## src/rtl/alu_seq_if.sv

```systemverilog
// Request/response bundle between a sequencer (master) and the alu_seq execution unit (slave).
interface alu_seq_if #(
    parameter int WIDTH = 8
);
    logic             in_valid;
    logic             in_ready;
    logic [WIDTH-1:0] a;
    logic [WIDTH-1:0] b;
    logic [3:0]       op;
    logic             out_valid;
    logic             out_ready;
    logic [WIDTH-1:0] result;
    logic             carry;
    logic             zero;
    logic             overflow;
    logic             div_by_zero;

    modport master (
        output in_valid, a, b, op, out_ready,
        input  in_ready, out_valid, result, carry, zero, overflow, div_by_zero
    );

    modport slave (
        input  in_valid, a, b, op, out_ready,
        output in_ready, out_valid, result, carry, zero, overflow, div_by_zero
    );
endinterface

```

## src/rtl/alu_seq.sv

```systemverilog
// Single-outstanding-operation ALU: one-cycle logic/arith ops, bit-serial MUL and DIV,
// result and flags held in DONE until the consumer takes them.
//
// state  | meaning
// S_IDLE | waiting for a request, in_ready=1
// S_MUL  | shift-add multiply, one multiplier bit per cycle
// S_DIV  | restoring divide, one quotient bit per cycle
// S_DONE | out_valid=1, result/flags frozen until out_ready
module alu_seq #(
    parameter int WIDTH = 8
) (
    input logic    clk,
    input logic    rst_n,
    alu_seq_if.slave bus
);
    localparam int CW = $clog2(WIDTH);

    localparam logic [3:0] OP_ADD  = 4'd0;
    localparam logic [3:0] OP_SUB  = 4'd1;
    localparam logic [3:0] OP_MUL  = 4'd2;
    localparam logic [3:0] OP_DIV  = 4'd3;
    localparam logic [3:0] OP_SHL  = 4'd4;
    localparam logic [3:0] OP_SHR  = 4'd5;
    localparam logic [3:0] OP_ROL  = 4'd6;
    localparam logic [3:0] OP_ROR  = 4'd7;
    localparam logic [3:0] OP_AND  = 4'd8;
    localparam logic [3:0] OP_OR   = 4'd9;
    localparam logic [3:0] OP_XOR  = 4'd10;
    localparam logic [3:0] OP_NOR  = 4'd11;
    localparam logic [3:0] OP_NAND = 4'd12;
    localparam logic [3:0] OP_XNOR = 4'd13;
    localparam logic [3:0] OP_GT   = 4'd14;
    localparam logic [3:0] OP_EQ   = 4'd15;

    typedef enum logic [1:0] {S_IDLE, S_MUL, S_DIV, S_DONE} state_t;

    state_t             state;
    logic [2*WIDTH-1:0] work;
    logic [WIDTH-1:0]   opb;
    logic [CW-1:0]      cnt;
    logic               out_valid_q;
    logic [WIDTH-1:0]   result_q;
    logic               carry_q;
    logic               zero_q;
    logic               overflow_q;
    logic               dbz_q;

    logic [WIDTH:0]     sum_ext;
    logic [WIDTH-1:0]   diff;
    logic [WIDTH-1:0]   alu_res;
    logic               alu_carry;
    logic               alu_ovf;
    logic               alu_dbz;

    logic [WIDTH:0]     mul_sum;
    logic [2*WIDTH-1:0] mul_next;
    logic [WIDTH:0]     div_shift;
    logic               div_ge;
    logic [WIDTH-1:0]   div_rem;
    logic [2*WIDTH-1:0] div_next;

    assign bus.in_ready    = (state == S_IDLE);
    assign bus.out_valid   = out_valid_q;
    assign bus.result      = result_q;
    assign bus.carry       = carry_q;
    assign bus.zero        = zero_q;
    assign bus.overflow    = overflow_q;
    assign bus.div_by_zero = dbz_q;

    always_comb begin
        sum_ext   = {1'b0, bus.a} + {1'b0, bus.b};
        diff      = bus.a - bus.b;
        alu_res   = '0;
        alu_carry = 1'b0;
        alu_ovf   = 1'b0;
        alu_dbz   = 1'b0;
        case (bus.op)
            OP_ADD: begin
                alu_res   = sum_ext[WIDTH-1:0];
                alu_carry = sum_ext[WIDTH];
                alu_ovf   = (bus.a[WIDTH-1] == bus.b[WIDTH-1]) &&
                            (sum_ext[WIDTH-1] != bus.a[WIDTH-1]);
            end
            OP_SUB: begin
                alu_res   = diff;
                alu_carry = (bus.a < bus.b);
                alu_ovf   = (bus.a[WIDTH-1] != bus.b[WIDTH-1]) &&
                            (diff[WIDTH-1] != bus.a[WIDTH-1]);
            end
            // Only reached as a one-cycle op when the divisor is zero.
            OP_DIV: begin
                alu_res = '1;
                alu_dbz = 1'b1;
            end
            OP_SHL: begin
                alu_res   = {bus.a[WIDTH-2:0], 1'b0};
                alu_carry = bus.a[WIDTH-1];
            end
            OP_SHR: begin
                alu_res   = {1'b0, bus.a[WIDTH-1:1]};
                alu_carry = bus.a[0];
            end
            OP_ROL:  alu_res = {bus.a[WIDTH-2:0], bus.a[WIDTH-1]};
            OP_ROR:  alu_res = {bus.a[0], bus.a[WIDTH-1:1]};
            OP_AND:  alu_res = bus.a & bus.b;
            OP_OR:   alu_res = bus.a | bus.b;
            OP_XOR:  alu_res = bus.a ^ bus.b;
            OP_NOR:  alu_res = ~(bus.a | bus.b);
            OP_NAND: alu_res = ~(bus.a & bus.b);
            OP_XNOR: alu_res = ~(bus.a ^ bus.b);
            OP_GT:   alu_res = {{(WIDTH-1){1'b0}}, (bus.a > bus.b)};
            OP_EQ:   alu_res = {{(WIDTH-1){1'b0}}, (bus.a == bus.b)};
            default: alu_res = '0;
        endcase
    end

    // work holds {partial product high, multiplier} for MUL and {remainder, dividend} for DIV.
    always_comb begin
        mul_sum   = {1'b0, work[2*WIDTH-1:WIDTH]} + (work[0] ? {1'b0, opb} : '0);
        mul_next  = {mul_sum, work[WIDTH-1:1]};
        div_shift = work[2*WIDTH-1:WIDTH-1];
        div_ge    = (div_shift >= {1'b0, opb});
        div_rem   = div_ge ? (div_shift[WIDTH-1:0] - opb) : div_shift[WIDTH-1:0];
        div_next  = {div_rem, work[WIDTH-2:0], div_ge};
    end

    always_ff @(posedge clk or negedge rst_n) begin
        if (!rst_n) begin
            state       <= S_IDLE;
            work        <= '0;
            opb         <= '0;
            cnt         <= '0;
            out_valid_q <= 1'b0;
            result_q    <= '0;
            carry_q     <= 1'b0;
            zero_q      <= 1'b0;
            overflow_q  <= 1'b0;
            dbz_q       <= 1'b0;
        end else begin
            case (state)
                S_IDLE: begin
                    if (bus.in_valid) begin
                        work <= {{WIDTH{1'b0}}, bus.a};
                        opb  <= bus.b;
                        cnt  <= CW'(WIDTH-1);
                        if (bus.op == OP_MUL) begin
                            state <= S_MUL;
                        end else if (bus.op == OP_DIV && bus.b != '0) begin
                            state <= S_DIV;
                        end else begin
                            state       <= S_DONE;
                            out_valid_q <= 1'b1;
                            result_q    <= alu_res;
                            carry_q     <= alu_carry;
                            zero_q      <= (alu_res == '0);
                            overflow_q  <= alu_ovf;
                            dbz_q       <= alu_dbz;
                        end
                    end
                end
                S_MUL: begin
                    work <= mul_next;
                    cnt  <= cnt - 1'b1;
                    if (cnt == '0) begin
                        state       <= S_DONE;
                        out_valid_q <= 1'b1;
                        result_q    <= mul_next[WIDTH-1:0];
                        carry_q     <= |mul_next[2*WIDTH-1:WIDTH];
                        zero_q      <= (mul_next[WIDTH-1:0] == '0);
                        overflow_q  <= 1'b0;
                        dbz_q       <= 1'b0;
                    end
                end
                S_DIV: begin
                    work <= div_next;
                    cnt  <= cnt - 1'b1;
                    if (cnt == '0) begin
                        state       <= S_DONE;
                        out_valid_q <= 1'b1;
                        result_q    <= div_next[WIDTH-1:0];
                        carry_q     <= 1'b0;
                        zero_q      <= (div_next[WIDTH-1:0] == '0);
                        overflow_q  <= 1'b0;
                        dbz_q       <= 1'b0;
                    end
                end
                S_DONE: begin
                    if (bus.out_ready) begin
                        state       <= S_IDLE;
                        out_valid_q <= 1'b0;
                    end
                end
                default: state <= S_IDLE;
            endcase
        end
    end
endmodule

```

## src/flat_wrapper.sv

```systemverilog
// flat-port wrapper written by rule: the top's interface ports become plain ports
module alu_seq_flat 
#(
    parameter int WIDTH = 8
)
  (clk, rst_n, bus_in_valid, bus_a, bus_b, bus_op, bus_out_ready, bus_in_ready, bus_out_valid, bus_result, bus_carry, bus_zero, bus_overflow, bus_div_by_zero);
  alu_seq_if #(.WIDTH(WIDTH)) bus_i ();
  input logic clk;
  input logic rst_n;
  input wire logic [$bits(bus_i.in_valid)-1:0] bus_in_valid;
  input wire logic [$bits(bus_i.a)-1:0] bus_a;
  input wire logic [$bits(bus_i.b)-1:0] bus_b;
  input wire logic [$bits(bus_i.op)-1:0] bus_op;
  input wire logic [$bits(bus_i.out_ready)-1:0] bus_out_ready;
  output wire logic [$bits(bus_i.in_ready)-1:0] bus_in_ready;
  output wire logic [$bits(bus_i.out_valid)-1:0] bus_out_valid;
  output wire logic [$bits(bus_i.result)-1:0] bus_result;
  output wire logic [$bits(bus_i.carry)-1:0] bus_carry;
  output wire logic [$bits(bus_i.zero)-1:0] bus_zero;
  output wire logic [$bits(bus_i.overflow)-1:0] bus_overflow;
  output wire logic [$bits(bus_i.div_by_zero)-1:0] bus_div_by_zero;
  assign bus_i.in_valid = bus_in_valid;
  assign bus_i.a = bus_a;
  assign bus_i.b = bus_b;
  assign bus_i.op = bus_op;
  assign bus_i.out_ready = bus_out_ready;
  assign bus_in_ready = bus_i.in_ready;
  assign bus_out_valid = bus_i.out_valid;
  assign bus_result = bus_i.result;
  assign bus_carry = bus_i.carry;
  assign bus_zero = bus_i.zero;
  assign bus_overflow = bus_i.overflow;
  assign bus_div_by_zero = bus_i.div_by_zero;
  alu_seq #(.WIDTH(WIDTH)) u_core (.clk(clk), .rst_n(rst_n), .bus(bus_i));
endmodule
```

## config.mk

```make
export PLATFORM = sky130hd
export DESIGN_NAME = alu_seq_flat
export DESIGN_NICKNAME = d
export VERILOG_FILES = /design/src/rtl/alu_seq_if.sv /design/src/rtl/alu_seq.sv /design/src/flat_wrapper.sv
export SDC_FILE = /design/constraint.sdc
export NUM_CORES = 1
export LEC_CHECK = 0
export CAP_MARGIN = 5
export CORE_UTILIZATION = 45
export DETAILED_ROUTE_END_ITERATION = 8
export PLACE_DENSITY_LB_ADDON = 0.25
export SLEW_MARGIN = 5
export SYNTH_ARGS = -nofsm -noshare
export SYNTH_HDL_FRONTEND = slang
export SYNTH_SLANG_ARGS = --single-unit
```

## constraint.sdc

```tcl
create_clock -name clk -period 7.6 [get_ports clk]
set_clock_uncertainty 0.15 [all_clocks]
set_input_delay 2.28 -clock clk [delete_from_list [all_inputs] [get_ports clk]]
set_output_delay 2.28 -clock clk [all_outputs]
set_load 0.02 [all_outputs]
```

* Yosys cells after proc, flatten, opt, wreduce, memory -nomap -nowiden
Index checks and enable logic that the tools add are counted.
Widths: inputs -> output; s select.
** Word-level totals
- Flip-flop bits (word level) :: 42
- Input bits :: 24
- Output and inout port bits :: 14
- Word-level logic and storage cells :: 123
** Cells by class
- Add/sub/neg operators :: 5
- $lt $le $gt $ge :: 3
- Eq/ne operators :: 30
- Multiplexer cells :: 48
- Bitwise logic cells :: 6
- Reductions and logical operators :: 21
** Operator list (count)
- $pmux 8 s15 :: 1
- $mux 8 :: 7
- $pmux 16 s3 :: 1
- $eq 4x4->1 const B :: 8
- $logic_not 8->1 :: 3
- $not 8->8 :: 3
- $pmux 8 s3 :: 1
- $mux 1 :: 23
- $eq 4x3->1 const B :: 4
- $mux 16 :: 1
- $sub 8x8->8 :: 2
- $reduce_and 5->1 :: 2
- $add 8x8->9 :: 1
- $add 8x9->9 :: 1
- $ge 9x8->1 :: 1
- $pmux 1 s3 :: 3
- $and 8x8->8 :: 1
- $eq 4x2->1 const B :: 2
- $eq 8x8->1 :: 1
- $gt 8x8->1 :: 1
- $lt 8x8->1 :: 1
- $mux 2 :: 4
- $ne 2x2->1 const B :: 4
- $or 8x8->8 :: 1
- other kinds (25) :: 36

* Longest topological paths before layout
Gate-level depths: netlist of the first run.
- Word-level depth :: 8
- Gate-level depth with buffers :: 11
- Depth with buffers taken out :: 11

* Worst setup path after synthesis of the first run
OpenSTA, ideal clock, no wires.
- Kind :: input to register
- Start point :: input bus_a[0]
- End point :: register u_core.zero_q, in the netlist u_core.bus.zero
- Arrival time :: 4598 ps
- Slack :: 2749 ps
- Cell stages on the path :: 10
- Buffers on the path :: 0
- Cells stage by stage :: inv_1 ha_1 inv_1 fa_1 nor3b_1 or3_1 a2111oi_0 o31ai_1 a211o_1 o41ai_2
** On the way
- Word-level cells in the longest chain between the ends :: 8
- Elaborated cells on any way between the ends :: 16
- Classes of those cells :: add/sub (2); order compare (1); eq/ne (1); mux (5); bitwise (6); reduce/logical (1)
** Ends and longest elaborated chain
- start: declaration :: RTL line flat_wrapper.sv:11 : input wire logic [$bits(bus_i.a)-1:0] bus_a;
- branches (longest 2 deep; another with $sub 8x8->8)
- $pmux 8 s15 * :: RTL line alu_seq.sv:77 : case (bus.op)
- $logic_not 8->1 * :: RTL line alu_seq.sv:155 : zero_q <= (alu_res == '0);
- $mux 1 * :: RTL line alu_seq.sv:148 : end else if (bus.op == OP_DIV && bus.b != '0) begin
- $mux 1 * :: RTL line alu_seq.sv:146 : if (bus.op == OP_MUL) begin
- $mux 1 * :: RTL line alu_seq.sv:142 : if (bus.in_valid) begin
- $pmux 1 s3 * :: RTL line alu_seq.sv:140 : case (state)
- end signal: assignment :: RTL line alu_seq.sv:155
- end signal: assignment :: RTL line alu_seq.sv:169 : zero_q <= (mul_next[WIDTH-1:0] == '0);
- end signal: assignment :: RTL line alu_seq.sv:182 : zero_q <= (div_next[WIDTH-1:0] == '0);
- end: declaration :: RTL line alu_seq.sv:44 : logic zero_q;
Mark *: on every way between the ends. The select of a mux whose other input is x is not followed.
A chain may end at the register's enable or synchronous reset.

* Worst setup path in the final report of the first run
- Start point :: input bus_a[0]
- End point :: register u_core.result_q[0], in the netlist u_core.bus.result[0]
** On the way
- Word-level cells in the longest chain between the ends :: 7
- Elaborated cells on any way between the ends :: 15
- Classes of those cells :: add/sub (2); order compare (1); eq/ne (1); mux (5); bitwise (6)
** Ends and longest elaborated chain
- branches (longest 2 deep; another with $sub 8x8->8)
- $pmux 8 s15 * :: RTL line alu_seq.sv:77
- $mux 8 * :: RTL line alu_seq.sv:148
- $mux 8 * :: RTL line alu_seq.sv:146
- $mux 8 * :: RTL line alu_seq.sv:142
- $pmux 8 s3 * :: RTL line alu_seq.sv:140
- end signal: assignment :: RTL line alu_seq.sv:153 : result_q <= alu_res;
- end signal: assignment :: RTL line alu_seq.sv:167 : result_q <= mul_next[WIDTH-1:0];
- end signal: assignment :: RTL line alu_seq.sv:180 : result_q <= div_next[WIDTH-1:0];
- end: declaration :: RTL line alu_seq.sv:42 : logic [WIDTH-1:0] result_q;
Marks and branches as above.

==> flow_summary.ini, run 1 <==
[status]
outcome = finished clean

[synth]
yosys.cell_count.top_type = sky130_fd_sc_hd__o21ai_0
netlist_area_sq_um = 4560
post_synthesis_share_of_cell_area_spent_on_and_or_nand_and_nor_gates_pct = 17.1
ys_seq_area_share_pct = 23.0
synth_top_area_cell = sky130_fd_sc_hd__dfrtp_1
number_of_different_library_cells_in_the_post_synthesis_netlist = 60
postSynthAreaPerCell_sq_um = 7.99
dominant_combinational_cell_family_by_area_after_synthesis = compound AO/OA/AOI/OAI gates
synth_flop_cell = sky130_fd_sc_hd__dfrtp_1
postSynthNetCount = 647
synthesized_flop_and_latch_total = 42
synthesis.instances = 571
synthTopCellsByArea = sky130_fd_sc_hd__dfrtp_1, sky130_fd_sc_hd__ha_1, sky130_fd_sc_hd__o21ai_0
yosys-mux-area-fraction_pct = 3.13
synth_enable_flop_cells = 0
async_flop_share_pct = 100
synth_top_cell_area_share_pct = 23.0
synth-xor-area-share_pct = 4.42
synth_compound_area_share_pct = 30.6
synth.yosys.warnings = 0
post_synth_fa_ha_maj_area_fraction_pct = 14.9
synth.cells.most_frequent = sky130_fd_sc_hd__o21ai_0, sky130_fd_sc_hd__nand2_1, sky130_fd_sc_hd__ha_1

[critical_path]
setup.reg_to_reg.worst_slack_ps = 4080
endpoint_kind = flip-flop
arrival_ps = 5510
crit-reg2reg-launch = u_core.state[0]$_DFFE_PN0P_
critical_path.cell_chain = clkdlybuf4s50_1 -> inv_1 -> ha_1 -> inv_1 -> fa_1 -> nor3b_1 -> or3_1 -> a2111oi_0 -> o31ai_1 -> a211oi_1 -> a311oi_1 -> a21o_1
worst_r2r_path_depth = 7
crit_end = u_core.bus.result[0]$_DFFE_PN0P_
critPathLaunchType = input pin
cpMostUsedCell = sky130_fd_sc_hd__inv_1
timing.critical_path.from = bus_a[0]
timing.critical_path.fanout_max = 5
critical_path_required_ps = 7650
critical-path-max-stage-delay_ps = 520
path_class = in2reg
worstReg2RegEnd = u_core.bus.carry$_DFFE_PN0P_
critPathSlowestCell = sky130_fd_sc_hd__clkdlybuf4s50_1

[place]
place.port_buffers = 37
hpwl_after_dpl_mm = 10.8
globalplace.congestion = 0.992
preCtsSetupSlack_ps = 1910
place_area_sq_um = 4980

[grt]
grt-ovfl-total = 0
grt_first_pass_wirelength_mm = 22.6
pin_count_of_the_biggest_net_entering_global_routing = 43
antenna_found_initial = 0
first_global_vias = 4409
groute.usage.overall_pct = 28.0

[sta]
maxSlewHeadroom_pct = 25.7
holdWs_ps = 324
fin_setup_tns_ps = 0
report.final.hold_viol_count = 0
maxSlewViolCount = 0
timing.final.crit_period_ps = 5470
grt_setup_unrepaired = no
max_freq_mhz = 183
worst-slew-pin-transition_ps = 1100
setup_viol = 0
post-route-worst-setup-slack_ps = 2130
finalCritPeriodShare_pct = 71.9

[layout]
fin_util_pct = 51.7
postLayoutCellArea_sq_um = 5070
flow.area_growth_from_synthesis_pct = 11.3
finalNetCount = 661
final_layout_size_suffix_gt1_share_pct = 5.46
antenna-diode-count = 0

[routing]
post_route_m1_wl_mm = 6.17
top_layer = met4
vias = 4510
routed_met2_length_mm = 6.73
ant_nets = 0
count_of_tritonroute_iterations_in_the_first_routing_pass = 5
routed_wirelength_mm = 14.3
detailedRoute.firstIterationViolations = 277
wl_met3_um = 869
drc_errors = 0
drt-vias-per-instance = 6.27
avgRoutedWirePerCell_um = 19.9

[floorplan]
dieHeight_um = 103
floorplan.core_area_sq_um = 9820
ioPinCount = 38
placementRows = 36
chipWidth_um = 103
start_util_pct = 46.4
die_area_sq_um = 10500

[clock_network]
cts.hold.buffers_added = 0
ctsResizeCount = 0
cts-buffers-inserted = 5
clock_path_buffers = 2
clkSlewWorstSetupHoldPaths_ps = 90
clock_tree.htree_level_count = 2
clk_root_buffer_cell = sky130_fd_sc_hd__clkbuf_8
post-cts-setup-buffer-count = 0
clkLatencyLatePin_ps = 300
cts_tree = built
cts_sinks = 42

[pwr]
peakVddDrop_v = 0.000193
p_leak_nw = 2.19
pwr_density_nw_per_um2 = 370

[run]
cap_violations = 0

[hold_path]
timing.hold.worst.class = reg2reg
-- per-stage QoR --
step                      cells  power (mW)
after CTS                   719        1.86
after floorplan             571        1.33
after global placement      711        1.68
after detailed placement    711        1.71
final                       719        1.88
after global routing        719        2.03
-- flip-flops by register name (all words and copies together) (netlist names) --
name	cells
u_core.bus.carry	1
u_core.bus.div_by_zero	1
u_core.bus.out_valid	1
u_core.bus.overflow	1
u_core.bus.result	8
u_core.bus.zero	1
u_core.cnt	3
u_core.opb	8
u_core.state	2
u_core.work	16
-- cell usage in the layout, fill, tap and decap left out, drive strengths merged, types with 10 or more instances in the layout --
master         instances
dfrtp                 42
xnor2                 18
clkdlybuf4s50         36
ha                    48
o21ai                 63
nor2b                 13
mux2                  10
nand2                 50
inv                   45
a21oi                 35
nand2b                13
nor2                  33
-- worst min-delay path by stage --
stage               depth (start not counted)                        startpoint                                to
CTS                                         1         u_core.cnt[0]$_DFFE_PN0P_         u_core.cnt[0]$_DFFE_PN0P_
floorplan                                   1         u_core.cnt[0]$_DFFE_PN0P_         u_core.cnt[0]$_DFFE_PN0P_
detailed placement                          1  u_core.bus.result[0]$_DFFE_PN0P_  u_core.bus.result[0]$_DFFE_PN0P_
global route                                2  u_core.bus.result[7]$_DFFE_PN0P_  u_core.bus.result[7]$_DFFE_PN0P_
finish                                      1         u_core.cnt[0]$_DFFE_PN0P_         u_core.cnt[0]$_DFFE_PN0P_
global placement                            1         u_core.cnt[0]$_DFFE_PN0P_         u_core.cnt[0]$_DFFE_PN0P_
-- area by class of cell --
| cell class | count | area (sq um) |
|---|---|---|
| clock buffer | 5 | 68.8 |
| tap | 133 | 166 |
| clock inverter | 3 | 23.8 |
| multi-input combinational | 450 | 3200 |
| sequential | 42 | 1050 |
| fill | 980 | 4740 |
| timing repair buffer | 42 | 403 |
| inverter | 44 | 165 |
-- cell families (layout without fill, tap and decap cells) --
group	Yosys count	in the layout
xor gates and xnor gates	23	23
DFF	42	42
adders and majority gates	52	52
AOI/OAI and AO/OA	204	204
and+or+nand+nor	158	158
muxes	13	13
buffers and inverters	79	94
-- critical path, delay by kind of cell --
| family | cells | cell delay, ps |
|---|---|---|
| simple gates | 2 | 620 |
| fa+ha+maj | 2 | 570 |
| compound gates | 5 | 1330 |
| buf+inv | 3 | 720 |
-- per-layer routing --
metal / vias to the layer above / global-route usage, %
met5: - / 0
met4: 0 / 13.0
met3: 40 / 3.46
met2: 186 / 47.0
met1: 2169 / 35.8
li1: 2115 / -
-- report_power, final --
part,switching (mW),internal (mW)
Clock,0.0873,0.0658
Sequential,0.103,0.329
Combinational,0.770,0.521
No activity file was read; power rests on OpenSTA's default activity.
==> run 2, diff against run 1 <==
==> constraint.sdc (replaced) <==
create_clock -name clk -period 4.75 [get_ports clk]
set_clock_uncertainty 0.15 [all_clocks]
set_input_delay 1.425 -clock clk [delete_from_list [all_inputs] [get_ports clk]]
set_output_delay 1.425 -clock clk [all_outputs]
set_load 0.02 [all_outputs]
==> flow_summary.ini, run 2 (synthesized netlist as in run 1, its figures left out) <==
[status]
outcome = finished clean

[layout]
registers.top_by_ff_count = u_core.work
fin_util_pct = 54.9
flow.area_growth_from_synthesis_pct = 18.2
layout.cells.most_common = sky130_fd_sc_hd__o21ai_0
most-common-layout-cells = sky130_fd_sc_hd__o21ai_0, sky130_fd_sc_hd__nand2_1, sky130_fd_sc_hd__ha_1
final_layout_size_suffix_gt1_share_pct = 10.9
fill_cells = 975
antenna-diode-count = 0
finalNetCount = 697
largest_register_ffs = 16

[clock_network]
cts.hold.buffers_added = 0
cts_sinks = 42
clock_path_buffers = 2
clkSlewWorstSetupHoldPaths_ps = 90
cts-buffers-inserted = 5
clock_tree.htree_level_count = 2
cts_tree = built
clkLatencyLatePin_ps = 320
post-cts-setup-buffer-count = 0
ctsResizeCount = 0
clk_root_buffer_cell = sky130_fd_sc_hd__clkbuf_8

[floorplan]
die_area_sq_um = 10500
floorplan.core_area_sq_um = 9820
ioPinCount = 38
chipWidth_um = 103
placementRows = 36
dieHeight_um = 103
start_util_pct = 46.4

[hold_path]
timing.hold.worst.class = reg2reg
hold_path_end = u_core.cnt[0]$_DFFE_PN0P_
worst_hold_path.num_cells = 1
min-delay-start = u_core.cnt[0]$_DFFE_PN0P_

[place]
globalplace.congestion = 0.970
preCtsSetupSlack_ps = -33.4
place.port_buffers = 37
hpwl_after_dpl_mm = 11.5

[sta]
grt_setup_unrepaired = no
max_freq_mhz = 224
timing.final.crit_period_ps = 4460
maxSlewHeadroom_pct = 32.6
maxSlewViolCount = 0
finalCritPeriodShare_pct = 93.8
setup_viol = 0
post-route-worst-setup-slack_ps = 294
worst-slew-pin-transition_ps = 1010
report.final.hold_viol_count = 0

[critical_path]
setup.reg_to_reg.worst_slack_ps = 1240
arrival_ps = 4520
path_class = in2reg
timing.critical_path.fanout_max = 3
crit-reg2reg-launch = u_core.work[0]$_DFFE_PN0P_
critical-path-max-stage-delay_ps = 500
critPathLaunchType = input pin
critical_path_required_ps = 4820
critical_path.cell_chain = clkdlybuf4s50_1 -> inv_1 -> ha_1 -> inv_1 -> fa_1 -> nor3b_1 -> or3_1 -> a2111oi_0 -> o31ai_1 -> a211o_1 -> o41ai_2
endpoint_kind = flip-flop
worstReg2RegEnd = u_core.bus.carry$_DFFE_PN0P_
cpMostUsedCell = sky130_fd_sc_hd__inv_1
worst_path_dominant_cell_family = compound AO/OA/AOI/OAI gates
worst_r2r_path_depth = 11
critPathSlowestCell = sky130_fd_sc_hd__a2111oi_0
timing.critical_path.buf_inv = 3

[routing]
detailedRoute.firstIterationViolations = 322
avgRoutedWirePerCell_um = 19.6
drc_errors = 0
count_of_tritonroute_iterations_in_the_first_routing_pass = 5
ant_nets = 0
drt-vias-per-instance = 6.11
vias = 4610
routed_wirelength_mm = 14.8

[pwr]
pwr_density_nw_per_um2 = 574
peakVddDrop_v = 0.000297
p_leak_nw = 2.39

[grt]
pin_count_of_the_biggest_net_entering_global_routing = 43
grt-ovfl-total = 0
groute.usage.overall_pct = 29.6
grt_first_pass_wirelength_mm = 23.9
first_global_vias = 4484
antenna_found_initial = 0

[run]
cap_violations = 0
[run 2: changes by cell type in the layout (fill, tap and decap cells not counted), sizes merged]
cell      change
clkinvlp      -2
bufinv        +1
buf          +36
clkinv        +1
[run 2: metrics by stage]
step	hold slack, ps	area (sq um)	TNS (ps)	cells	total power [mW]
floorplan	290	4560	0	571	2.13
global placement	308	5280	0	747	2.73
detailed placement	318	5280	-33.4	747	2.76
CTS	329	5390	0	755	3.08
global route	361	5390	0	755	3.37
finish	325	5390	0	755	3.09
[run 2: layout make-up]
class | instances | area (sq um) | area share (%)
Clock buffer | 5 | 68.8 | 1.28
Tap cell | 133 | 166 | 3.09
Multi-Input combinational cell | 450 | 3200 | 59.3
Clock inverter | 3 | 43.8 | 0.812
Inverter | 44 | 165 | 3.06
Sequential cell | 42 | 1050 | 19.5
Timing Repair Buffer | 78 | 698 | 13.0
[run 2: worst reg2reg max path: stages, from the launching register on]
cell and delay, ps:
sky130_fd_sc_hd__dfrtp_1 500, sky130_fd_sc_hd__and2_1 200, sky130_fd_sc_hd__ha_1 240, sky130_fd_sc_hd__fa_1 460, sky130_fd_sc_hd__a21o_1 190, sky130_fd_sc_hd__a21oi_1 200, sky130_fd_sc_hd__xnor2_1 110, sky130_fd_sc_hd__or4_1 530
sky130_fd_sc_hd__nor4_1 250, sky130_fd_sc_hd__a2111oi_0 170, sky130_fd_sc_hd__buf_4 170, sky130_fd_sc_hd__a221o_1 250
[run 2: per-layer routing]
metal	global-route usage, %	vias up	routed length [um]	part of all wire, %
met3	2.71	34	843	5.7
met4	10.4	0	420	2.8
met5	0	-	0	0
li1	-	2185	-	-
met1	40.7	2194	6470	44
met2	48.4	197	7030	48
[run 2: report_power, final]
group | leakage, nW | switching [mW] | internal (mW)
clock network | 0.0585 | 0.149 | 0.158
logic | 1.80 | 1.20 | 0.897
registers | 0.528 | 0.160 | 0.526
total | 2.39 | 1.51 | 1.58
[run 2: worst max-delay path by stage]
stage | cells after the start | start | endpoint
2_1_floorplan | 10 | bus_a[0] | u_core.bus.zero$_DFFE_PN0P_
3_3_place_gp | 11 | bus_a[0] | u_core.bus.zero$_DFFE_PN0P_
3_5_place_dp | 11 | bus_a[0] | u_core.bus.zero$_DFFE_PN0P_
4_1_cts | 11 | bus_a[0] | u_core.bus.zero$_DFFE_PN0P_
5_1_grt | 11 | bus_a[0] | u_core.bus.zero$_DFFE_PN0P_
6_report | 11 | bus_a[0] | u_core.bus.zero$_DFFE_PN0P_
==> variant (config.mk and constraints of run 2) <==
Encoding of `state_t`: now Gray code (2 bits for 4 states).
--- a/src/rtl/alu_seq.sv
+++ b/src/rtl/alu_seq.sv
@@ -32,7 +32,7 @@
     localparam logic [3:0] OP_GT   = 4'd14;
     localparam logic [3:0] OP_EQ   = 4'd15;
 
-    typedef enum logic [1:0] {S_IDLE, S_MUL, S_DIV, S_DONE} state_t;
+    typedef enum logic [1:0] {S_IDLE = 2'b00, S_MUL = 2'b01, S_DIV = 2'b11, S_DONE = 2'b10} state_t;
 
     state_t             state;
     logic [2*WIDTH-1:0] work;
Behaviour: no difference found for any inputs over 10 cycles, from zero or initial values and one cycle with rst_n low; not proved beyond that.
==> variant against run 2 <==
Sequential cell count did not move. Hold slack better by 0.0078 ns. Sequential power fell by 11%. Setup slack better by 0.21 ns. Power decreased by 17%. Routed wire length down 7.5%. Design area decreased by 3.5%. Area after synthesis is 0.47% lower. Register-to-register slack better by 0.37 ns.
==> variant: results <==
group,metric,value,unit
logic_synthesis,syn_avg_cell_area,8.01,um^2
power_and_ir_drop,clkPwrFrac,13.5,%
critical_path,slowest_delay,0.52,ns
final_layout,instances_no_fill,732,
global_routing,track_usage,27.4,%
placed_design,dp_hpwl,10500,um
run_status,status,"finished clean",
detailed_routing,drtIter0Drc,300,
logic_synthesis,synth_fa_ha_area_share,13.3,%
final_layout,n_fill_cell,974,
placed_design,dpl_worst_slack,0.271,ns
final_layout,multi_input_gates,443,
clock_network,insertion_delay,0.30,ns
critical_path,cp_max_fo,5,
worst_hold_path,hp-start,"u_core.bus.overflow",
logic_synthesis,yosysUniqueCellTypes,78,
placed_design,dp_cells,724,
global_routing,grt_pass1_wl,22000,um
power_and_ir_drop,cellLeakagePower,2.34,nW
logic_synthesis,muxShareOfSynthArea,5.15,%
final_layout,nNetsFinal,668,
critical_path,cp_slowest_cell,"clkdlybuf4s50_1",
final_layout,inverters,46,
logic_synthesis,synthTopCellsByCount,"nand2_1 (52), inv_1 (43), o21ai_0 (43)",
logic_synthesis,syn-cell-area,4540,um^2
final_layout,buffer_area_share,10.3,%
critical_path,arrival,4.31,ns
power_and_ir_drop,vdd_ir_drop_max,260,uV
final_layout,buffers,60,
final_layout,multiInputGateArea,3130,um^2
critical_path,rrSetupSlack,1.61,ns
worst_hold_path,holdPathEnd,"u_core.bus.overflow",
clock_network,path_clk_slew,0.09,ns
logic_synthesis,ys_seq_area_share,23.2,%
logic_synthesis,synth_fp_nets,637,
power_and_ir_drop,combPwrFrac,62.7,%
placed_design,place_congestion,0.914,
power_and_ir_drop,p_clk,346,uW
final_layout,seq_share,20.2,%
sta,slew_headroom,35.1,%
worst_hold_path,hold_path_depth,2,
global_routing,grt_max_degree,44,
detailed_routing,routed_wl,13700,um
global_routing,grt_pass1_vias,4150,
sta,whs,0.333,ns
[variant: cell types whose count changed after synthesis, moves of 5 or more]
cell and delta:
o21ai_0 -20, a221o_1 -7, xnor2_1 -9, mux2i_1 +17, and2_1 -5, ha_1 -6
or4_1 -6, nand4_1 +6, nor2_1 +7, clkbuf_1 -10, mux2_2 -7, a31oi_1 +5
buf_2 +8
[variant: worst max-delay path by stage]
stage               startpoint                    to  slack, ns  cells after the start
floorplan             bus_a[0]  u_core.bus.result[6]       1.18                     11
global placement      bus_a[0]  u_core.bus.result[6]       0.33                     12
detailed placement    bus_a[0]       u_core.bus.zero       0.27                     12
CTS                   bus_a[0]       u_core.bus.zero       0.56                     12
global route          bus_b[1]       u_core.bus.zero       0.39                     10
finish                bus_a[0]       u_core.bus.zero       0.50                     12
[variant: per-layer routing]
metal,wire [um],GRT usage (%),vias up
met5,0,0,-
met4,354,9.34,0
met3,826,2.26,25
met2,6180,42.7,185
met1,6300,39.7,2128
li1,-,-,2118
